[config.mk]
export PLATFORM = sky130hd
export DESIGN_NAME = pipeline_sequencer_flat
export DESIGN_NICKNAME = d
export VERILOG_FILES = /design/src/rtl/pipeline_sequencer_pkg.sv /design/src/rtl/pipeline_sequencer_if.sv /design/src/rtl/pipeline_sequencer_stage_valid_tracker.sv /design/src/rtl/pipeline_sequencer.sv /design/src/flat_wrapper.sv
export SDC_FILE = /design/constraint.sdc
export NUM_CORES = 1
export LEC_CHECK = 0
export BUFFER_PORTS_ARGS = -buffer_cell sky130_fd_sc_hd__buf_2
export CORE_MARGIN = 2
export CORE_UTILIZATION = 35
export DETAILED_ROUTE_END_ITERATION = 12
export PLACE_DENSITY = 0.58
export SLEW_MARGIN = 20
export SYNTH_ARGS = -nofsm -noshare
export SYNTH_HDL_FRONTEND = slang
export SYNTH_SLANG_ARGS = --single-unit
export TNS_END_PERCENT = 5
[constraint.sdc]
create_clock -name clk -period 6 [get_ports clk]
set_clock_uncertainty 0.1 [all_clocks]
set_input_delay 1.2 -clock clk [delete_from_list [all_inputs] [get_ports clk]]
set_output_delay 1.2 -clock clk [all_outputs]
set_load 0.01 [all_outputs]
[src/rtl/pipeline_sequencer_pkg.sv]
// Shared pipeline encodings: FSM states, stage indices and
// valid-vector update operations.
package pipe_pkg;

  typedef enum logic [1:0] {
    S_IDLE  = 2'd0,
    S_RUN   = 2'd1,
    S_FLUSH = 2'd2,
    S_HALT  = 2'd3
  } state_t;

  localparam int STG_IF = 0;
  localparam int STG_ID = 1;
  localparam int STG_EX = 2;
  localparam int STG_WB = 3;

  typedef enum logic [2:0] {
    V_HOLD,
    V_SHIFT,
    V_BUBBLE,
    V_FLUSH,
    V_CLEAR
  } vop_t;

endpackage

[src/rtl/pipeline_sequencer_if.sv]
// Run-control requests in, stage enables and status out.
// master drives requests, slave is the sequencer.
interface pipeline_sequencer_if #(
  parameter int CNT_W = 16
);
  logic             run_en;
  logic             resume;
  logic             restart;
  logic             halt_req;
  logic             flush_req;
  logic             hazard;
  logic             if_en;
  logic             id_en;
  logic             ex_en;
  logic             wb_en;
  logic             if_id_clr;
  logic             id_ex_clr;
  logic             pipe_rst;
  logic             halted;
  logic [1:0]       state;
  logic             wb_valid;
  logic [CNT_W-1:0] retired;

  modport master (
    output run_en, resume, restart,
    output halt_req, flush_req, hazard,
    input  if_en, id_en, ex_en, wb_en,
    input  if_id_clr, id_ex_clr,
    input  pipe_rst, halted, state,
    input  wb_valid, retired
  );

  modport slave (
    input  run_en, resume, restart,
    input  halt_req, flush_req, hazard,
    output if_en, id_en, ex_en, wb_en,
    output if_id_clr, id_ex_clr,
    output pipe_rst, halted, state,
    output wb_valid, retired
  );
endinterface

[src/rtl/pipeline_sequencer_stage_valid_tracker.sv]
// Per-stage live-instruction vector and retired count.
// vld[0] is IF, vld[3] is WB.
module stage_valid_tracker
  import pipe_pkg::*;
#(
  parameter int CNT_W = 16
) (
  input  logic             clk,
  input  logic             rst_n,
  input  vop_t             op,
  input  logic             wb_en,
  output logic [3:0]       vld,
  output logic [CNT_W-1:0] retired
);

  // Advance, bubble or clear the valid vector; count retires
  always_ff @(posedge clk or negedge rst_n) begin
    if (!rst_n) begin
      vld     <= '0;
      retired <= '0;
    end else if (op == V_CLEAR) begin
      vld     <= '0;
      retired <= '0;
    end else begin
      if (wb_en && vld[STG_WB])
        retired <= retired + CNT_W'(1);
      unique case (op)
        V_SHIFT:  vld <= {vld[2:0], 1'b1};
        V_BUBBLE: vld <= {vld[2], 1'b0, vld[1:0]};
        V_FLUSH:  vld <= {vld[2], 3'b000};
        default:  vld <= vld;
      endcase
    end
  end

endmodule

[src/rtl/pipeline_sequencer.sv]
// Run-control and hazard sequencer for the IF/ID/EX/WB pipe:
// Mealy enables/clears, registered FSM and status.
module pipeline_sequencer
  import pipe_pkg::*;
#(
  parameter int FLUSH_CYCLES = 2,
  parameter int CNT_W        = 16
) (
  input logic                 clk,
  input logic                 rst_n,
  pipeline_sequencer_if.slave bus
);

  localparam logic [2:0] FL_LOAD = 3'(FLUSH_CYCLES - 1);
  localparam state_t FL_NEXT =
    (FLUSH_CYCLES == 1) ? S_RUN : S_FLUSH;

  state_t     state_q;
  logic       halted_q;
  logic       prst_q;
  logic [2:0] fl_cnt;

  logic [3:0] en;
  logic       clr_ifid;
  logic       clr_idex;
  vop_t       vop;
  logic [3:0] vld;

  logic do_halt;
  logic do_flush;
  logic do_haz;
  logic do_none;

  assign do_halt  = bus.halt_req;
  assign do_flush = bus.flush_req & ~bus.halt_req;
  assign do_haz   = bus.hazard & ~bus.flush_req
                  & ~bus.halt_req;
  assign do_none  = ~bus.hazard & ~bus.flush_req
                  & ~bus.halt_req;

  // Same-cycle enables, clears and valid-vector op
  always_comb begin
    en       = '0;
    clr_ifid = 1'b0;
    clr_idex = 1'b0;
    vop      = V_HOLD;
    if (bus.restart) begin
      vop = V_CLEAR;
    end else if (bus.run_en) begin
      unique case (state_q)
        S_RUN: begin
          unique case (1'b1)
            do_halt: en[STG_WB] = 1'b1;
            do_flush: begin
              en[STG_IF] = 1'b1;
              en[STG_WB] = 1'b1;
              clr_ifid   = 1'b1;
              clr_idex   = 1'b1;
              vop        = V_FLUSH;
            end
            do_haz: begin
              en[STG_EX] = 1'b1;
              en[STG_WB] = 1'b1;
              clr_idex   = 1'b1;
              vop        = V_BUBBLE;
            end
            do_none: begin
              en  = '1;
              vop = V_SHIFT;
            end
            default: ;
          endcase
        end
        S_FLUSH: begin
          if (do_halt) begin
            en[STG_WB] = 1'b1;
          end else begin
            en[STG_IF] = 1'b1;
            en[STG_WB] = 1'b1;
            clr_ifid   = 1'b1;
            clr_idex   = 1'b1;
            vop        = V_FLUSH;
          end
        end
        default: ;
      endcase
    end
  end

  // Run-control FSM with registered status outputs
  always_ff @(posedge clk or negedge rst_n) begin
    if (!rst_n) begin
      state_q  <= S_IDLE;
      halted_q <= 1'b0;
      prst_q   <= 1'b0;
      fl_cnt   <= '0;
    end else begin
      prst_q <= 1'b0;
      if (bus.restart) begin
        state_q  <= S_IDLE;
        halted_q <= 1'b0;
        prst_q   <= 1'b1;
        fl_cnt   <= '0;
      end else if (bus.run_en) begin
        unique case (state_q)
          S_IDLE: state_q <= S_RUN;
          S_RUN: begin
            if (do_halt) begin
              state_q  <= S_HALT;
              halted_q <= 1'b1;
            end else if (do_flush) begin
              state_q <= FL_NEXT;
              fl_cnt  <= FL_LOAD;
            end
          end
          S_FLUSH: begin
            if (do_halt) begin
              state_q  <= S_HALT;
              halted_q <= 1'b1;
            end else if (do_flush) begin
              state_q <= FL_NEXT;
              fl_cnt  <= FL_LOAD;
            end else if (fl_cnt == '0) begin
              state_q <= S_RUN;
            end else begin
              fl_cnt <= fl_cnt - 3'd1;
            end
          end
          S_HALT: begin
            if (bus.resume) begin
              state_q  <= S_RUN;
              halted_q <= 1'b0;
            end
          end
          default: state_q <= S_IDLE;
        endcase
      end
    end
  end

  stage_valid_tracker #(
    .CNT_W (CNT_W)
  ) u_trk (
    .clk     (clk),
    .rst_n   (rst_n),
    .op      (vop),
    .wb_en   (en[STG_WB]),
    .vld     (vld),
    .retired (bus.retired)
  );

  assign bus.if_en     = en[STG_IF];
  assign bus.id_en     = en[STG_ID];
  assign bus.ex_en     = en[STG_EX];
  assign bus.wb_en     = en[STG_WB];
  assign bus.if_id_clr = clr_ifid;
  assign bus.id_ex_clr = clr_idex;
  assign bus.pipe_rst  = prst_q;
  assign bus.halted    = halted_q;
  assign bus.state     = state_q;
  assign bus.wb_valid  = vld[STG_WB];

endmodule
[src/flat_wrapper.sv]
// flat-port wrapper written by rule: the top's interface ports become plain ports
module pipeline_sequencer_flat import pipe_pkg::*;
#(
  parameter int FLUSH_CYCLES = 2,
  parameter int CNT_W        = 16
)
  (clk, rst_n, bus_run_en, bus_resume, bus_restart, bus_halt_req, bus_flush_req, bus_hazard, bus_if_en, bus_id_en, bus_ex_en, bus_wb_en, bus_if_id_clr, bus_id_ex_clr, bus_pipe_rst, bus_halted, bus_state, bus_wb_valid, bus_retired);
  pipeline_sequencer_if #(.CNT_W(CNT_W)) bus_i ();
  input logic clk;
  input logic rst_n;
  input wire logic [$bits(bus_i.run_en)-1:0] bus_run_en;
  input wire logic [$bits(bus_i.resume)-1:0] bus_resume;
  input wire logic [$bits(bus_i.restart)-1:0] bus_restart;
  input wire logic [$bits(bus_i.halt_req)-1:0] bus_halt_req;
  input wire logic [$bits(bus_i.flush_req)-1:0] bus_flush_req;
  input wire logic [$bits(bus_i.hazard)-1:0] bus_hazard;
  output wire logic [$bits(bus_i.if_en)-1:0] bus_if_en;
  output wire logic [$bits(bus_i.id_en)-1:0] bus_id_en;
  output wire logic [$bits(bus_i.ex_en)-1:0] bus_ex_en;
  output wire logic [$bits(bus_i.wb_en)-1:0] bus_wb_en;
  output wire logic [$bits(bus_i.if_id_clr)-1:0] bus_if_id_clr;
  output wire logic [$bits(bus_i.id_ex_clr)-1:0] bus_id_ex_clr;
  output wire logic [$bits(bus_i.pipe_rst)-1:0] bus_pipe_rst;
  output wire logic [$bits(bus_i.halted)-1:0] bus_halted;
  output wire logic [$bits(bus_i.state)-1:0] bus_state;
  output wire logic [$bits(bus_i.wb_valid)-1:0] bus_wb_valid;
  output wire logic [$bits(bus_i.retired)-1:0] bus_retired;
  assign bus_i.run_en = bus_run_en;
  assign bus_i.resume = bus_resume;
  assign bus_i.restart = bus_restart;
  assign bus_i.halt_req = bus_halt_req;
  assign bus_i.flush_req = bus_flush_req;
  assign bus_i.hazard = bus_hazard;
  assign bus_if_en = bus_i.if_en;
  assign bus_id_en = bus_i.id_en;
  assign bus_ex_en = bus_i.ex_en;
  assign bus_wb_en = bus_i.wb_en;
  assign bus_if_id_clr = bus_i.if_id_clr;
  assign bus_id_ex_clr = bus_i.id_ex_clr;
  assign bus_pipe_rst = bus_i.pipe_rst;
  assign bus_halted = bus_i.halted;
  assign bus_state = bus_i.state;
  assign bus_wb_valid = bus_i.wb_valid;
  assign bus_retired = bus_i.retired;
  pipeline_sequencer #(.FLUSH_CYCLES(FLUSH_CYCLES), .CNT_W(CNT_W)) u_core (.clk(clk), .rst_n(rst_n), .bus(bus_i));
endmodule
### After elaboration in Yosys (flattened, before gate mapping)

Cells that the tools add are included.

| word-level totals | value |
|---|---|
| logic and storage cells | 101 |
| register bits after elaboration | 27 |
| output and inout bits | 27 |

| cells by class | value |
|---|---|
| reduce and logical (&&, ||, !) cells | 18 |
| add/subtract/negate cells | 2 |
| muxes and demuxes | 50 |
| bitwise operators | 8 |
| equality and inequality tests | 16 |

Operators with widths:

| operator | count |
|---|---|
| $mux W16 | 2 |
| $mux W3 | 9 |
| $mux W2 | 10 |
| $add A16 B1 Y16 const B | 1 |
| $mux W1 | 16 |
| $mux W4 | 3 |
| $pmux W3 S2 | 2 |
| $pmux W4 S3 | 1 |
| $pmux W1 S2 | 5 |
| $ne A3 B3 Y1 const B | 3 |
| $reduce_bool A3 Y1 | 3 |
| $ne A4 B3 Y1 const B | 2 |
| $pmux W2 S4 | 1 |
| $reduce_and A4 Y1 | 2 |
| $reduce_or A2 Y1 | 4 |
| $eq A3 B2 Y1 const B | 2 |
| $pmux W2 S3 | 1 |
| $reduce_and A6 Y1 | 1 |
| $and A1 B1 Y1 | 5 |
| $ne A5 B3 Y1 const B | 1 |
| $eq A2 B2 Y1 const B | 2 |
| $reduce_bool A2 Y1 | 2 |
| $reduce_bool A4 Y1 | 1 |
| $reduce_or A4 Y1 | 1 |
| 12 further kinds | 14 |

### Logic depth before layout (Yosys ltp)

| logic depth | value |
|---|---|
| word-level depth | 11 |
| mapped depth | 8 |
| mapped depth without buffers | 6 |

### Cells and area by module

Synthesis repeated with hierarchy kept, for this count alone.

| unflattened totals | value |
|---|---|
| cell total of the unflattened synthesis | 164 |
| area total of the unflattened synthesis | 1,525.2 um^2 |

By module, submodules not included:

| module | seq. area each (um^2) | cells an instance | area each (um^2) | times used |
|---|---|---|---|---|
| stage_valid_tracker | 500.5 | 100 | 999.7 | 1 |
| pipeline_sequencer | 175.2 | 64 | 525.5 | 1 |

### Worst setup path before layout

Ideal clock, no wire load.

| path | value |
|---|---|
| path kind | input to output |
| start point | in bus_halt_req |
| end point | out bus_id_ex_clr |
| data required time | 4,700 ps |
| stages | 3 |
| data arrival time | 1,960 ps |
| path slack | 2,740 ps |
| cells stage by stage | nand2b_1 > or3_1 > nor2_1 |

| on the way | value |
|---|---|
| cells in the longest elaborated chain, start to end | 7 |
| elaborated cells on any way between the ends | 9 |

RTL lines:

| item | line | source |
|---|---|---|
| from (decl) | flat_wrapper.sv:14 | `input wire logic [$bits(bus_i.halt_req)-1:0] bus_halt_req;` |
| $not A1 Y1 | pipeline_sequencer.sv:35, pipeline_sequencer.sv:37 |  |
| $and A1 B1 Y1, on equally long branches | pipeline_sequencer.sv:37, pipeline_sequencer.sv:35 |  |
| $reduce_or A2 Y1 (no source line) | -- |  |
| $mux W1 | pipeline_sequencer.sv:52 | `unique case (1'b1)` |
| $pmux W1 S2 (*) | pipeline_sequencer.sv:50 | `unique case (state_q)` |
| $mux W1 (*) | pipeline_sequencer.sv:49 | `end else if (bus.run_en) begin` |
| $mux W1 (*) | pipeline_sequencer.sv:47 | `if (bus.restart) begin` |
| to (decl) | flat_wrapper.sv:22 | `output wire logic [$bits(bus_i.id_ex_clr)-1:0] bus_id_ex_clr;` |

Every way passes the cells marked *; elsewhere a longest branch is shown, timed or not.

### Worst setup path in the final report

| path | value |
|---|---|
| start point | in bus_halt_req |
| end point | out bus_if_en |

| on the way | value |
|---|---|
| cells in the longest elaborated chain, start to end | 7 |
| elaborated cells on any way between the ends | 9 |

RTL lines:

| item | line | source |
|---|---|---|
| $not A1 Y1 | pipeline_sequencer.sv:35, pipeline_sequencer.sv:39 |  |
| $and A1 B1 Y1, on equally long branches | pipeline_sequencer.sv:39, pipeline_sequencer.sv:35 |  |
| $reduce_or A2 Y1 (no source line) | -- |  |
| $mux W1 | pipeline_sequencer.sv:52 |  |
| $pmux W1 S2 (*) | pipeline_sequencer.sv:50 |  |
| $mux W4 (*) | pipeline_sequencer.sv:49 |  |
| $mux W4 (*) | pipeline_sequencer.sv:47 |  |
| to (decl) | flat_wrapper.sv:17 | `output wire logic [$bits(bus_i.if_en)-1:0] bus_if_en;` |

Marked as above.

==> summary.txt <==
Clock network
  – CTS buffer count: 3
  – H-tree depth: 1
  – CTS tree: yes
  – CTS Buffer Depth: 2
  – Clk_lat worst skew: 0.27 ns
  – Clock Pin Slew Worst Setup and Hold Paths: 0.09 ns
  – Clock Tree Root: clkbuf_8
  – Post-CTS setup buffers: 0
  – Clock Sinks: 27
  – CTS resizes: 0
  – Post-CTS Hold Buffers: 0

Synth
  – Mapped Cells: 166
  – Yosys warns: 0
  – Ys async rst share: 1.00
  – Sequential area share after synthesis: 0.429
  – Synthesized flop and latch total: 27
  – Syn Nets: 180
  – Synth unique cells: 46
  – Mapped cell area: 1580 sq um
  – Ys flop type: dfrtp_1
  – Post-synth EDFFs: 0
  – Synth Area per Inst: 9.50 sq um

Hold path
  – Worst hold stages: 1
  – Type of the most critical hold path: reg2reg

Timing
  – Final hold violations: 0
  – Slew headroom: 0.395
  – Period utilization: 0.592
  – RSZ-0062 raised after global routing: no
  – Max-slew violations: 0
  – Least-Margin Pin Slew: 0.900 ns
  – Final min period: 3.55 ns
  – Setup TNS: 0 ns
  – Peak Freq: 282 MHz
  – Final setup fails: 0

Worst setup path
  – Critical Path End Type: output port
  – CP Launch Type: input port
  – Arrival time at the worst endpoint: 2.25 ns
  – Crit path required time: 4.70 ns
  – Crit-path max FO: 7
  – Crit Path Class: in2out
  – R2R cell count: 6

Route
  – DR pass1 iterations: 4
  – DR vias/cell: 5.43
  – DR iter-0 viols: 84
  – Wirelength per Cell: 13.3 um
  – Post-route DRC: 0
  – Routed Antenna Nets: 0
  – Vias: 1358
  – WL final: 3340 um

Floorplanning
  – Core ar.: 4350 sq um
  – Top-Level Pins: 35
  – Die area: 5060 sq um
  – Initial Utilization: 0.362
  – Die Wd: 71.1 um
  – Row cnt: 24
  – Die H: 71.1 um

Cells and area
  – Final Cell Area: 1830 sq um
  – Area growth from synthesis to layout: 15.9%
  – ANT cells: 0
  – Ratio of cells with drive above 1 in the final layout: 0.227
  – Core Util, Final: 0.420
  – # nets final: 213
  – Non-filler cells, final: 250
  – Commonest non-fill, non-tap cells in the layout: buf_2, dfrtp_1, nor2_1
  – Commonest non-fill, non-tap cell in the layout: buf_2

Placed design
  – HPWL after DPL: 2410 um
  – GP Congestion: 0.745
  – PortBufs: 34
  – Post-placement cell area: 1780 sq um
  – Placed Cells: 246

Global routing
  – Total grt overflow: 0
  – Initial antenna violation count: 0
  – Global-route usage over all layers: 0.134
  – First-pass GRT wire length: 5490 um
  – Number of global-route vias before repair: 1150
  – Largest net degree at the start of global routing: 28

Outcome
  – Outcome: completed

Pwr
  – Max VDD drop: 0.164 mV
  – Overall Power: 0.333 mW
  – Cell Pwr Density: 182 nW/um^2
  – Leakage: 0.876 nW

Flow run
  – Max Cap Viol: 0
[area by class of cell]
| class | count | area (sq um) |
|---|---|---|
| Fill cell | 437 | 2530 |
| Multi-Input combinational cell | 123 | 832 |
| Sequential cell | 27 | 676 |
| Timing Repair Buffer | 34 | 170 |
| Tap cell | 52 | 65.1 |
| Clock buffer | 3 | 41.3 |
| Inverter | 10 | 37.5 |
| Clock inverter | 1 | 5.00 |
[stage by stage]
stage / worst slack (ns) / hold WS [ns]
5_1_grt: 2.38 / 0.407
4_1_cts: 2.47 / 0.389
3_3_place_gp: 2.50 / 0.361
3_5_place_dp: 2.48 / 0.367
6_report: 2.45 / 0.388
2_1_floorplan: 2.74 / 0.350
[state kept, by name (all words and copies together) (netlist names)]
signal and cells:
u_core.bus.halted 1, u_core.bus.pipe_rst 1, u_core.bus.state 2, u_core.fl_cnt 3, u_core.u_trk.retired 16, u_core.u_trk.vld 4
[kinds of logic (layout without fill, tap and decap cells)]
family,Yosys count,in the layout,synth area share
AOI/OAI and AO/OA,37,37,0.167
xor gates and xnor gates,4,4,0.0222
adders and majority gates,6,6,0.0476
buffers and inverters,16,48,0.0436
DFF,27,27,0.429
muxes,7,7,0.0452
and+or+nand+nor,69,69,0.246
[routing by layer]
layer	vias to the layer above	part of all wire	global-route usage	wire length (um)
li1	676	-	-	-
met1	652	0.50	0.197	1680
met2	28	0.45	0.207	1490
met3	2	0.045	0.0299	151
met4	0	0.0051	0.0189	17
met5	-	0	0	0
[synth_stat cells (all sizes together), types with 2 or more instances]
cell type | number | area, sq um
xor2 | 3 | 26.3
nand2b | 6 | 37.5
nor3 | 2 | 10.0
nand4 | 3 | 33.8
dfrtp | 27 | 676
nor2 | 17 | 63.8
a21oi | 13 | 65.1
a311oi | 2 | 17.5
clkbuf | 3 | 11.3
o31ai | 2 | 15.0
or4 | 2 | 15.0
nand2 | 13 | 48.8
o21a | 2 | 15.0
a22o | 2 | 17.5
ha | 6 | 75.1
o41ai | 2 | 17.5
and3 | 3 | 18.8
inv | 9 | 33.8
o21ai | 3 | 15.0
nand3b | 3 | 35.0
nor4 | 4 | 25.0
a31o | 2 | 17.5
mux2i | 6 | 60.1
o311ai | 2 | 17.5
or3 | 5 | 31.3
buf | 3 | 20.0
nand3 | 6 | 30.0
[path summary, 6_finish.rpt]
path,start,endpoint,slack [ns]
worst max-delay path,bus_halt_req,bus_if_en,2.45
worst min-delay path,u_core.u_trk.vld[0],u_core.u_trk.vld[0],0.39
worst max register to register,u_core.bus.state[0],u_core.u_trk.retired[15],3.37
worst min register to register,u_core.u_trk.vld[0],u_core.u_trk.vld[0],0.39
max in group asynchronous,rst_n,u_core.u_trk.vld[0],4.58
min in group asynchronous,rst_n,u_core.u_trk.retired[8],0.82
[critical path, cell delays in order]
cell      delay (ns)
buf_2           0.13
nand2b_1        0.25
or3_1           0.41
nor2_1          0.13
buf_2           0.14
[power breakdown]
| part | switching [mW] | internal, mW |
|---|---|---|
| clock network | 0.0592 | 0.0466 |
| registers | 0.00205 | 0.184 |
| logic | 0.0265 | 0.0149 |
(Power assumes the default switching activity.)
